**src/rtl/otter_cu_fsm_pkg.sv**
```systemverilog
// Shared types for the OTTER control unit: opcode encodings, sequencer states
// and the SYSTEM-instruction func3 values the sequencer distinguishes.
package otter_cu_fsm_pkg;

  typedef enum logic [6:0] {
    OP_LOAD   = 7'b0000011,
    OP_STORE  = 7'b0100011,
    OP_BRANCH = 7'b1100011,
    OP_SYS    = 7'b1110011,
    OP_LUI    = 7'b0110111,
    OP_AUIPC  = 7'b0010111,
    OP_JAL    = 7'b1101111,
    OP_JALR   = 7'b1100111,
    OP_IMM    = 7'b0010011,
    OP_RTYPE  = 7'b0110011
  } opcode_t;

  typedef enum logic [2:0] {
    ST_INIT  = 3'd0,
    ST_FETCH = 3'd1,
    ST_EXEC  = 3'd2,
    ST_WB    = 3'd3,
    ST_INTR  = 3'd4
  } cu_state_t;

  localparam logic [2:0] F3_MRET  = 3'b000;
  localparam logic [2:0] F3_CSRRW = 3'b001;

endpackage

```
**src/rtl/otter_cu_fsm_instret_ctr.sv**
```systemverilog
// Retired-instruction counter: synchronous clear wins over increment,
// and the count wraps naturally at 2^CNT_W.
module otter_instret_ctr #(
  parameter int CNT_W = 32
) (
  input  logic             clk_i,
  input  logic             clr_i,
  input  logic             inc_i,
  output logic [CNT_W-1:0] cnt_o
);

  logic [CNT_W-1:0] cnt_q;

  // Count register update.
  always_ff @(posedge clk_i) begin
    if (clr_i) begin
      cnt_q <= {CNT_W{1'b0}};
    end else if (inc_i) begin
      cnt_q <= cnt_q + {{(CNT_W-1){1'b0}}, 1'b1};
    end else begin
      cnt_q <= cnt_q;
    end
  end

  assign cnt_o = cnt_q;

endmodule

```
**src/rtl/otter_cu_fsm.sv**
```systemverilog
// OTTER multi-cycle sequencer: walks each instruction through FETCH/EXEC/WB,
// raises the write enables, and enters the trap vector between instructions.
module otter_cu_fsm
  import otter_cu_fsm_pkg::*;
#(
  parameter int CNT_W = 32
) (
  input  logic             CLK,
  input  logic             RST,
  input  logic [6:0]       opcode,
  input  logic [2:0]       func3,
  input  logic             intr,
  input  logic             mie,
  input  logic             imem_rdy,
  input  logic             dmem_rdy,
  output logic             PCWrite,
  output logic             regWrite,
  output logic             memWE2,
  output logic             memRDEN1,
  output logic             memRDEN2,
  output logic             rst_o,
  output logic             csr_WE,
  output logic             int_taken,
  output logic             mret_exec,
  output logic [CNT_W-1:0] instret
);

  cu_state_t state_q, state_d;
  cu_state_t after_commit_s;
  logic      commit_s;

  // intr is only looked at when an instruction retires.
  assign after_commit_s = (intr && mie) ? ST_INTR : ST_FETCH;

  // State register.
  always_ff @(posedge CLK) begin
    if (RST) begin
      state_q <= ST_INIT;
    end else begin
      state_q <= state_d;
    end
  end

  // Output enables and next state.
  always_comb begin
    state_d   = state_q;
    commit_s  = 1'b0;
    PCWrite   = 1'b0;
    regWrite  = 1'b0;
    memWE2    = 1'b0;
    memRDEN1  = 1'b0;
    memRDEN2  = 1'b0;
    rst_o     = 1'b0;
    csr_WE    = 1'b0;
    int_taken = 1'b0;
    mret_exec = 1'b0;
    if (RST) begin
      rst_o   = 1'b1;
      state_d = ST_INIT;
    end else begin
      case (state_q)
        ST_INIT: begin
          rst_o   = 1'b1;
          state_d = ST_FETCH;
        end
        ST_FETCH: begin
          memRDEN1 = 1'b1;
          if (imem_rdy) begin
            state_d = ST_EXEC;
          end else begin
            state_d = ST_FETCH;
          end
        end
        ST_EXEC: begin
          case (opcode)
            OP_LOAD: begin
              memRDEN2 = 1'b1;
              state_d  = ST_WB;
            end
            OP_STORE: begin
              memWE2 = 1'b1;
              if (dmem_rdy) begin
                PCWrite  = 1'b1;
                commit_s = 1'b1;
                state_d  = after_commit_s;
              end else begin
                state_d = ST_EXEC;
              end
            end
            OP_SYS: begin
              PCWrite  = 1'b1;
              commit_s = 1'b1;
              state_d  = after_commit_s;
              if (func3 == F3_MRET) begin
                mret_exec = 1'b1;
              end else if (func3 == F3_CSRRW) begin
                csr_WE   = 1'b1;
                regWrite = 1'b1;
              end else begin
                mret_exec = 1'b0;
              end
            end
            OP_LUI, OP_AUIPC, OP_JAL, OP_JALR, OP_IMM, OP_RTYPE: begin
              PCWrite  = 1'b1;
              regWrite = 1'b1;
              commit_s = 1'b1;
              state_d  = after_commit_s;
            end
            // BRANCH and unknown opcodes only advance the PC.
            default: begin
              PCWrite  = 1'b1;
              commit_s = 1'b1;
              state_d  = after_commit_s;
            end
          endcase
        end
        ST_WB: begin
          memRDEN2 = 1'b1;
          if (dmem_rdy) begin
            regWrite = 1'b1;
            PCWrite  = 1'b1;
            commit_s = 1'b1;
            state_d  = after_commit_s;
          end else begin
            state_d = ST_WB;
          end
        end
        ST_INTR: begin
          int_taken = 1'b1;
          PCWrite   = 1'b1;
          state_d   = ST_FETCH;
        end
        default: begin
          state_d = ST_INIT;
        end
      endcase
    end
  end

  otter_instret_ctr #(
    .CNT_W(CNT_W)
  ) u_instret (
    .clk_i(CLK),
    .clr_i(RST),
    .inc_i(commit_s),
    .cnt_o(instret)
  );

endmodule

```
**config.mk**
```make
export PLATFORM = sky130hd
export DESIGN_NAME = otter_cu_fsm
export DESIGN_NICKNAME = d
export VERILOG_FILES = /design/src/rtl/otter_cu_fsm_pkg.sv /design/src/rtl/otter_cu_fsm_instret_ctr.sv /design/src/rtl/otter_cu_fsm.sv
export SDC_FILE = /design/constraint.sdc
export NUM_CORES = 1
export LEC_CHECK = 0
export ABC_AREA = 1
export ABC_CLOCK_PERIOD_IN_PS = 1800
export CORE_MARGIN = 2
export CORE_UTILIZATION = 51
export DETAILED_ROUTE_END_ITERATION = 8
export GPL_ROUTABILITY_DRIVEN = 0
export GPL_TIMING_DRIVEN = 0
export PLACE_DENSITY = 0.8
export SKIP_CTS_REPAIR_TIMING = 1
export SLEW_MARGIN = 20
export SYNTH_ARGS = -nofsm -noshare
export SYNTH_HDL_FRONTEND = slang
export SYNTH_SLANG_ARGS = --single-unit
export TNS_END_PERCENT = 1
```
**constraint.sdc**
```tcl
create_clock -name CLK -period 1.8 [get_ports CLK]
set_input_delay 0.36 -clock CLK [delete_from_list [all_inputs] [get_ports CLK]]
set_output_delay 0.36 -clock CLK [all_outputs]
set_load 0.01 [all_outputs]
```
Yosys cells after proc, flatten, opt, wreduce, memory -nomap -nowiden
Index checks and enable logic that the tools add are counted.
Word-level totals
  flip-flop bits (word level): 35
  input port bits: 16
  word-level logic and storage cells: 58
Operators by class
  add/sub/neg operators: 1
  eq/ne operators: 14
  muxes and demuxes: 36
  reductions and logical operators: 5
Operators with widths (number)
  $add A32 B1 Y32 const B: 1
  $mux W1: 24
  $eq A7 B6 Y1 const B: 3
  $eq A7 B7 Y1 const B: 3
  $eq A7 B5 Y1 const B: 2
  $pmux W3 S4: 1
  $pmux W1 S2: 5
  $mux W3: 3
  $eq A7 B2 Y1 const B: 1
  $eq A3 B1 Y1 const B: 2
  $eq A3 B2 Y1 const B: 2
  $logic_not A3 Y1: 2
  $pmux W3 S2: 1
  $reduce_or A6 Y1: 1
  $eq A3 B3 Y1 const B: 1
  $pmux W1 S3: 1
  $mux W2: 1
  $reduce_or A2 Y1: 1
  $logic_and A1 B1 Y1: 1

Longest topological paths before layout
Gate-level depths: netlist of run 1.
  depth in word-level cells: 6
  mapped depth: 11
  gate-level depth less buffers: 10

Hierarchy
Synthesis of run 1 repeated with hierarchy kept, for this count alone.
Second synthesis, totals
  cell total of the unflattened synthesis: 343
  area, all modules: 2167.1 sq um
By module, submodules not included
  otter_instret_ctr: instances 1, cells an instance 270, area each 1749.2 sq um, sequential area each 640.6 sq um
  otter_cu_fsm: instances 1, cells an instance 73, area each 417.9 sq um, sequential area each 60.1 sq um

Worst setup path after synthesis of run 1
No wires, ideal clock.
  path type: in2out
  start point: input port opcode[2]
  end point: output port PCWrite
  arrival: 1.257 ns
  path slack: 0.183 ns
  cell stages on the path: 9
  buffers on the path: 1
  cell sequence: inv_1 -> nand2_1 -> nor2_4 -> nand2_2 -> nand2_2 -> nand2_4 -> nand3_2 -> buf_4 -> o21ai_0
Between the ends
  cells in the longest elaborated chain, start to end: 4
  elaborated cells between the ends (all ways): 5
  classes of those cells: eq/ne: 2; mux: 3
RTL lines
  from (decl): line otter_cu_fsm.sv:10  | input logic [6:0] opcode,
  $eq A7 B6 Y1 or $eq A7 B2 Y1 (tied branches): line otter_cu_fsm.sv:75  | case (opcode)
  $pmux W1 S2 *: line otter_cu_fsm.sv:75
  $pmux W1 S3 *: line otter_cu_fsm.sv:61  | case (state_q)
  $mux W1 *: line otter_cu_fsm.sv:57  | if (RST) begin
  to (decl): line otter_cu_fsm.sv:16  | output logic PCWrite,
Mark *: on every way between the ends. The rest lies on a longest branch, timed or not.

Final worst setup path of run 1
  start point: register state_q[2]
  end point: output port PCWrite
Between the ends
  cells in the longest elaborated chain, start to end: 3
  elaborated cells between the ends (all ways): 5
  classes of those cells: eq/ne: 3; mux: 2
RTL lines
  from (decl): line otter_cu_fsm.sv:28  | cu_state_t state_q, state_d;
  from (signal assigned): line otter_cu_fsm.sv:40  | state_q <= state_d;
  $eq A3 B3 Y1 or $eq A3 B2 Y1 (tied branches): line otter_cu_fsm.sv:61
  $pmux W1 S3 *: line otter_cu_fsm.sv:61
  $mux W1 *: line otter_cu_fsm.sv:57
Marked as above.

==> flow_metrics.env, run 1 <==
export IMPL_antenna_cells=0
export IMPL_core_area_um2=5010
export IMPL_tightest_slew_ns=0.702
export IMPL_post_route_min_period_ns=2.01
export IMPL_nFillCells=441
export IMPL_portBuffers=56
export IMPL_skew_ns=0.00593
export IMPL_post_synth_top_count_cell="nand2_1"
export IMPL_yosys_most_used_dff="dfxtp_1"
export IMPL_grt_pass1_vias=2481
export IMPL_synth_seq_area_share=0.268
export IMPL_clkLatencyLatePin_ns=0.29
export IMPL_grt_max_degree=11
export IMPL_syn_area_um2=2610
export IMPL_path_clk_slew_ns=0.07
export IMPL_setup_tns_ns=-0.563
export IMPL_arrival_ns=1.65
export IMPL_end_kind="output pin"
export IMPL_peakVddDrop_uv=372
export IMPL_syn_nets=428
export IMPL_synth_yosys_warnings=0
export IMPL_synth_edf_count=0
export IMPL_die_area_um2=5710
export IMPL_critPathLaunch="state_q[2]"
export IMPL_yosysTopAreaCell="dfxtp_1"
export IMPL_finalCritPeriodShare=1.12
export IMPL_power_frac_comb=0.129
export IMPL_wl_per_cell_um=12.8
export IMPL_clk_path_buf_depth=2
export IMPL_cts_tree="built"
export IMPL_outcome="finished with violations"
export IMPL_hpwl_um=5310
export IMPL_r2r_setup_slack_ns=0.14
export IMPL_max_slew_margin=0.532
export IMPL_synth_top_cell_area_share=0.268
export IMPL_num_rows=26
export IMPL_syn_avg_cell_area_um2=6.35
export IMPL_first_pass_iters=6
export IMPL_cts_sinks=35
export IMPL_yosys_top_cells_area="dfxtp_1 27%, nand2_1 21%, nor2_1 9.5%"
export IMPL_synth_common_cells="146 x nand2_1, 66 x nor2_1, 35 x dfxtp_1, 27 x nand2_2, 23 x inv_1"
export IMPL_start_util=0.521
export IMPL_finalNetCount=503
export IMPL_critPathKind="reg2out"
export IMPL_grtUsageTotal=0.250
export IMPL_finalHoldViolCount=0
export IMPL_report_final_slew_viol_count=0
export IMPL_antenna_found_initial=0
export IMPL_die_w_um=75.6
export IMPL_multi_input_area_um2=1770
export IMPL_hold_slack_ns=0.508
export IMPL_vias_per_cell=5.22
export IMPL_violations="setup timing"
export IMPL_pwr_share_clk=0.375
export IMPL_start_kind="flip-flop"
export IMPL_required_ns=1.44
export IMPL_ff_latch_area_um2=704
export IMPL_hold_start="u_instret.cnt_o[31]"
export IMPL_power_density_nw_per_um2=451
export IMPL_vias=2902
export IMPL_routed_wl_um=7130
export IMPL_drive_gt1_frac=0.235
export IMPL_seqPwrFrac=0.496
export IMPL_placed_cell_area_um2=3260
export IMPL_p_sw_frac=0.264
export IMPL_holdPathStages=2
export IMPL_io_pins=57
export IMPL_utilization=0.703
export IMPL_grt_overflow_total=0
export IMPL_holdPathEnd="u_instret.cnt_o[31]"
export IMPL_p_leak_nw=1.36
export IMPL_timing_rr_start="u_instret.cnt_o[0]"
export IMPL_setup_ws_ns=-0.213
export IMPL_crit_fanout=4
export IMPL_stdcell_area_um2=3520
export IMPL_cts_root_buf="clkbuf_8"
export IMPL_synth_seq_cells=35
export IMPL_drt_iter0_drc=178
export IMPL_rr_worst_depth=9
export IMPL_syn_inst=411
export IMPL_drc=0
export IMPL_postSynth_asyncResetShare=0
export IMPL_p_int_w=0.00117
export IMPL_die_h_um=75.6
export IMPL_h_tree_depth=2
export IMPL_area_growth_syn_to_layout_pct=34.8
export IMPL_antenna_left=0
export IMPL_grt_pass1_wl_um=11100
export IMPL_rsz0062_at_grt="yes"
export IMPL_yosysUniqueCellTypes=31
export IMPL_r2r_end="u_instret.cnt_o[16]"
export IMPL_setup_viol=5
export IMPL_p_sw_w=0.000419
export IMPL_hold_path_class="reg2reg"
export IMPL_fmax_mhz=497
export IMPL_cts_buffers=5
export IMPL_drv_cap=0
==> power by group through the flow <==
stage               sequential [W]  combinational [W]  clock (W)
finish                    0.000788           0.000204   0.000596
global route              0.000789           0.000220   0.000642
CTS                       0.000787           0.000182   0.000608
detailed placement        0.000805           0.000181          0
global placement          0.000805           0.000177          0
floorplan                 0.000805           0.000105          0
==> per-stage QoR <==
step / power [W] / std cells / worst slack (ns)
CTS: 0.00158 / 544 / -0.862
floorplan: 0.000910 / 411 / 0.183
finish: 0.00159 / 556 / -0.213
detailed placement: 0.000986 / 537 / -0.850
global route: 0.00165 / 556 / -0.298
global placement: 0.000982 / 537 / -0.849
==> area by class of cell <==
cell class | count | area share
Clock buffer | 6 | 0.0235
Clock inverter | 1 | 0.00142
Tap cell | 70 | 0.0249
Timing Repair Buffer | 68 | 0.189
Multi-Input combinational cell | 339 | 0.502
Buffer | 9 | 0.0288
Sequential cell | 35 | 0.200
Inverter | 28 | 0.0299
==> per-layer routing <==
layer | up-vias | GRT usage | wire length [µm]
met5 | - | 0 | 0
met4 | 0 | 0.0760 | 214
met3 | 32 | 0.0410 | 352
met2 | 113 | 0.436 | 3470
met1 | 1311 | 0.317 | 3090
li1 | 1446 | - | -
==> how the worst max path moves through the flow <==
stage          endpoint  slack [ns]  cells after the start
4_1_cts        memRDEN1       -0.86                      5
3_5_place_dp   memRDEN1       -0.85                      5
2_1_floorplan   PCWrite        0.18                      9
3_3_place_gp   memRDEN1       -0.85                      5
5_1_grt         PCWrite       -0.30                     10
6_report        PCWrite       -0.21                     10
==> worst max-delay path, stage by stage (launching register included) <==
cell     delay (ns)
dfxtp_2        0.34
inv_2          0.05
nand2_2        0.09
nor2_4         0.17
buf_4          0.13
nand2_2        0.06
nand2_4        0.08
nand3_4        0.09
buf_8          0.13
o21ai_0        0.06
buf_2          0.15
==> state kept, by name, indices dropped and copies added (netlist names) <==
| signal | flops |
|---|---|
| u_instret.cnt_o | 32 |
| state_q | 3 |
==> cell usage in the layout, fill, tap and decap left out, types with 10 or more instances in the layout <==
cell             count
nor2_1              63
buf_4               11
dlymetal6s2s_1      11
nand3b_1            10
nand3_1             15
nand2_1            144
clkdlybuf4s50_1     40
a21oi_2             20
nand2_2             28
inv_1               22
dfxtp_1             32
==> cell families (layout without fill, tap and decap cells) <==
logic type / after synthesis / after routing / synth area share
flip-flops: 35 / 35 / 0.268
AO/OA/AOI/OAI: 37 / 37 / 0.105
buffers and inverters: 37 / 112 / 0.0724
AND/OR/NAND/NOR: 291 / 291 / 0.516
XOR/XNOR: 10 / 10 / 0.0335
adder cells (fa/ha/maj): 1 / 1 / 0.00479
Power figures use the tool's default switching activity.
==> run 2: changes to the inputs <==
--- a/config.mk
+++ b/config.mk
@@ -14,7 +14,6 @@
 export GPL_TIMING_DRIVEN = 0
 export PLACE_DENSITY = 0.8
 export SKIP_CTS_REPAIR_TIMING = 1
-export SLEW_MARGIN = 20
 export SYNTH_ARGS = -nofsm -noshare
 export SYNTH_HDL_FRONTEND = slang
 export SYNTH_SLANG_ARGS = --single-unit
==> results of run 2 <==
Same layout as run 1: the final DEF is identical, and so are final timing and power.
==> run 3: changes to the inputs <==
--- a/config.mk
+++ b/config.mk
@@ -7,6 +7,7 @@
 export LEC_CHECK = 0
 export ABC_AREA = 1
 export ABC_CLOCK_PERIOD_IN_PS = 1800
+export CORE_ASPECT_RATIO = 0.9
 export CORE_MARGIN = 2
 export CORE_UTILIZATION = 51
 export DETAILED_ROUTE_END_ITERATION = 8
==> run 3 against run 2 <==
The flow still finishes with violations (setup timing). Global-route usage is 0.96 points higher. Critical path type unchanged. Power up 2.7%. Sequential power about the same. Non-clock buffer count shrank 4. Sequential cell count unchanged. Via count is 1.0% lower.
==> flow_metrics.env, run 3 (synthesized netlist as in run 1, its figures left out) <==
export IMPL_path_buf_inv=2
export IMPL_peakVddDrop_uv=278
export IMPL_end_kind="output pin"
export IMPL_violations="setup timing"
export IMPL_antenna_left=0
export IMPL_cpMaxStageDelayCell="dfxtp_2"
export IMPL_nFillCells=422
export IMPL_antenna_cells=0
export IMPL_grt_pass1_vias=2667
export IMPL_num_rows=24
export IMPL_drv_cap=0
export IMPL_tightest_slew_ns=0.695
export IMPL_path_clk_slew_ns=0.07
export IMPL_die_h_um=71.9
export IMPL_outcome="finished with violations"
export IMPL_vias=2873
export IMPL_cp_common_cell="nand2_4"
export IMPL_arrival_ns=1.58
export IMPL_p_leak_nw=1.33
export IMPL_die_w_um=79.4
export IMPL_finalCritPeriodShare=1.08
export IMPL_crit_family="simple AND/OR/NAND/NOR gates"
export IMPL_core_area_um2=4890
export IMPL_cts_buffers=5
export IMPL_critPathKind="reg2out"
export IMPL_routed_wl_um=7170
export IMPL_rr_worst_depth=9
export IMPL_grt_max_degree=11
export IMPL_start_util=0.533
export IMPL_mostFrequentLayoutCells="143 x nand2_1, 63 x nor2_1, 39 x clkdlybuf4s50_1, 32 x dfxtp_1, 29 x nand2_2"
export IMPL_cts_root_buf="clkbuf_8"
export IMPL_cp_num_cells=8
export IMPL_max_slew_margin=0.537
export IMPL_cts_tree="built"
export IMPL_drive_gt1_frac=0.232
export IMPL_portBuffers=56
export IMPL_setup_ws_ns=-0.137
export IMPL_grt_overflow_total=0
export IMPL_first_pass_iters=5
export IMPL_setup_viol=5
export IMPL_skew_ns=0.00814
export IMPL_h_tree_depth=2
export IMPL_drc=0
export IMPL_holdPathStages=2
export IMPL_power_density_nw_per_um2=465
export IMPL_hold_path_class="reg2reg"
export IMPL_required_ns=1.44
export IMPL_report_final_slew_viol_count=0
export IMPL_start_kind="flip-flop"
export IMPL_wl_met3_um=495
export IMPL_placed_cell_area_um2=3250
export IMPL_hpwl_um=5430
export IMPL_vias_per_cell=5.24
export IMPL_clk_path_buf_depth=2
export IMPL_stdcell_area_um2=3500
export IMPL_wl_met1_um=3070
export IMPL_wl_per_cell_um=13.1
export IMPL_cts_sinks=35
export IMPL_critPathMaxStageDelay_ns=0.39
export IMPL_finalNetCount=499
export IMPL_top_layer="met4"
export IMPL_crit_fanout=6
export IMPL_area_growth_syn_to_layout_pct=34.2
export IMPL_finalHoldViolCount=0
export IMPL_io_pins=57
export IMPL_power_w=0.00163
export IMPL_post_route_min_period_ns=1.94
export IMPL_grt_pass1_wl_um=11700
export IMPL_wl_met2_um=3410
export IMPL_rsz0062_at_grt="yes"
export IMPL_grtUsageTotal=0.260
export IMPL_antenna_found_initial=0
export IMPL_largest_reg_flops=32
export IMPL_pre_cts_ws_ns=-0.899
export IMPL_drt_iter0_drc=267
export IMPL_setup_tns_ns=-0.306
export IMPL_mostFrequentLayoutCell="nand2_1"
export IMPL_die_area_um2=5710
export IMPL_fmax_mhz=516
export IMPL_clkLatencyLatePin_ns=0.29
export IMPL_path_cells="nand2_4 > nor2_4 > nand2_2 > nand2_4 > nand3_4 > buf_8 > o21ai_0 > buf_2"
export IMPL_utilization=0.716
run 3: report_power, final:
| group | internal, W | total [W] | switching, W |
|---|---|---|---|
| clock | 0.000349 | 0.000643 | 0.000293 |
| combinational | 0.0000843 | 0.000199 | 0.000114 |
| sequential | 0.000781 | 0.000789 | 0.00000865 |
run 3: metrics by stage:
stage | hold slack, ns | instances
floorplan | 0.518 | 411
global placement | 0.490 | 532
detailed placement | 0.504 | 532
CTS | 0.514 | 540
global route | 0.540 | 548
finish | 0.505 | 548
run 3: cell type report:
type,instances,area [µm²],area share
timing repair buffer,64,631,0.180
tap,65,81.3,0.0232
sequential,35,704,0.201
clock buffer,8,100,0.0286
inverter,28,105,0.0300
multi-input combinational,339,1780,0.508
buffer,9,101,0.0289
run 3: per-layer routing:
metal  vias to the layer above  track usage
li1                       1432            -
met1                      1311        0.314
met2                       114        0.447
met3                        16       0.0378
met4                         0        0.134
met5                         -            0
run 3: final timing paths:
| kind | slack, ns | from | endpoint |
|---|---|---|---|
| min reg2reg | 0.51 | u_instret.cnt_o[31] | u_instret.cnt_o[31] |
| max reg2reg | 0.05 | u_instret.cnt_o[0] | u_instret.cnt_o[16] |
| max | -0.14 | state_q[1] | PCWrite |
| min | 0.51 | u_instret.cnt_o[31] | u_instret.cnt_o[31] |
run 3: worst min-delay path, cell delays in order (launching register included):
cell and delay [ns]:
dfxtp_1 0.33, nand2_1 0.08, a21oi_2 0.05
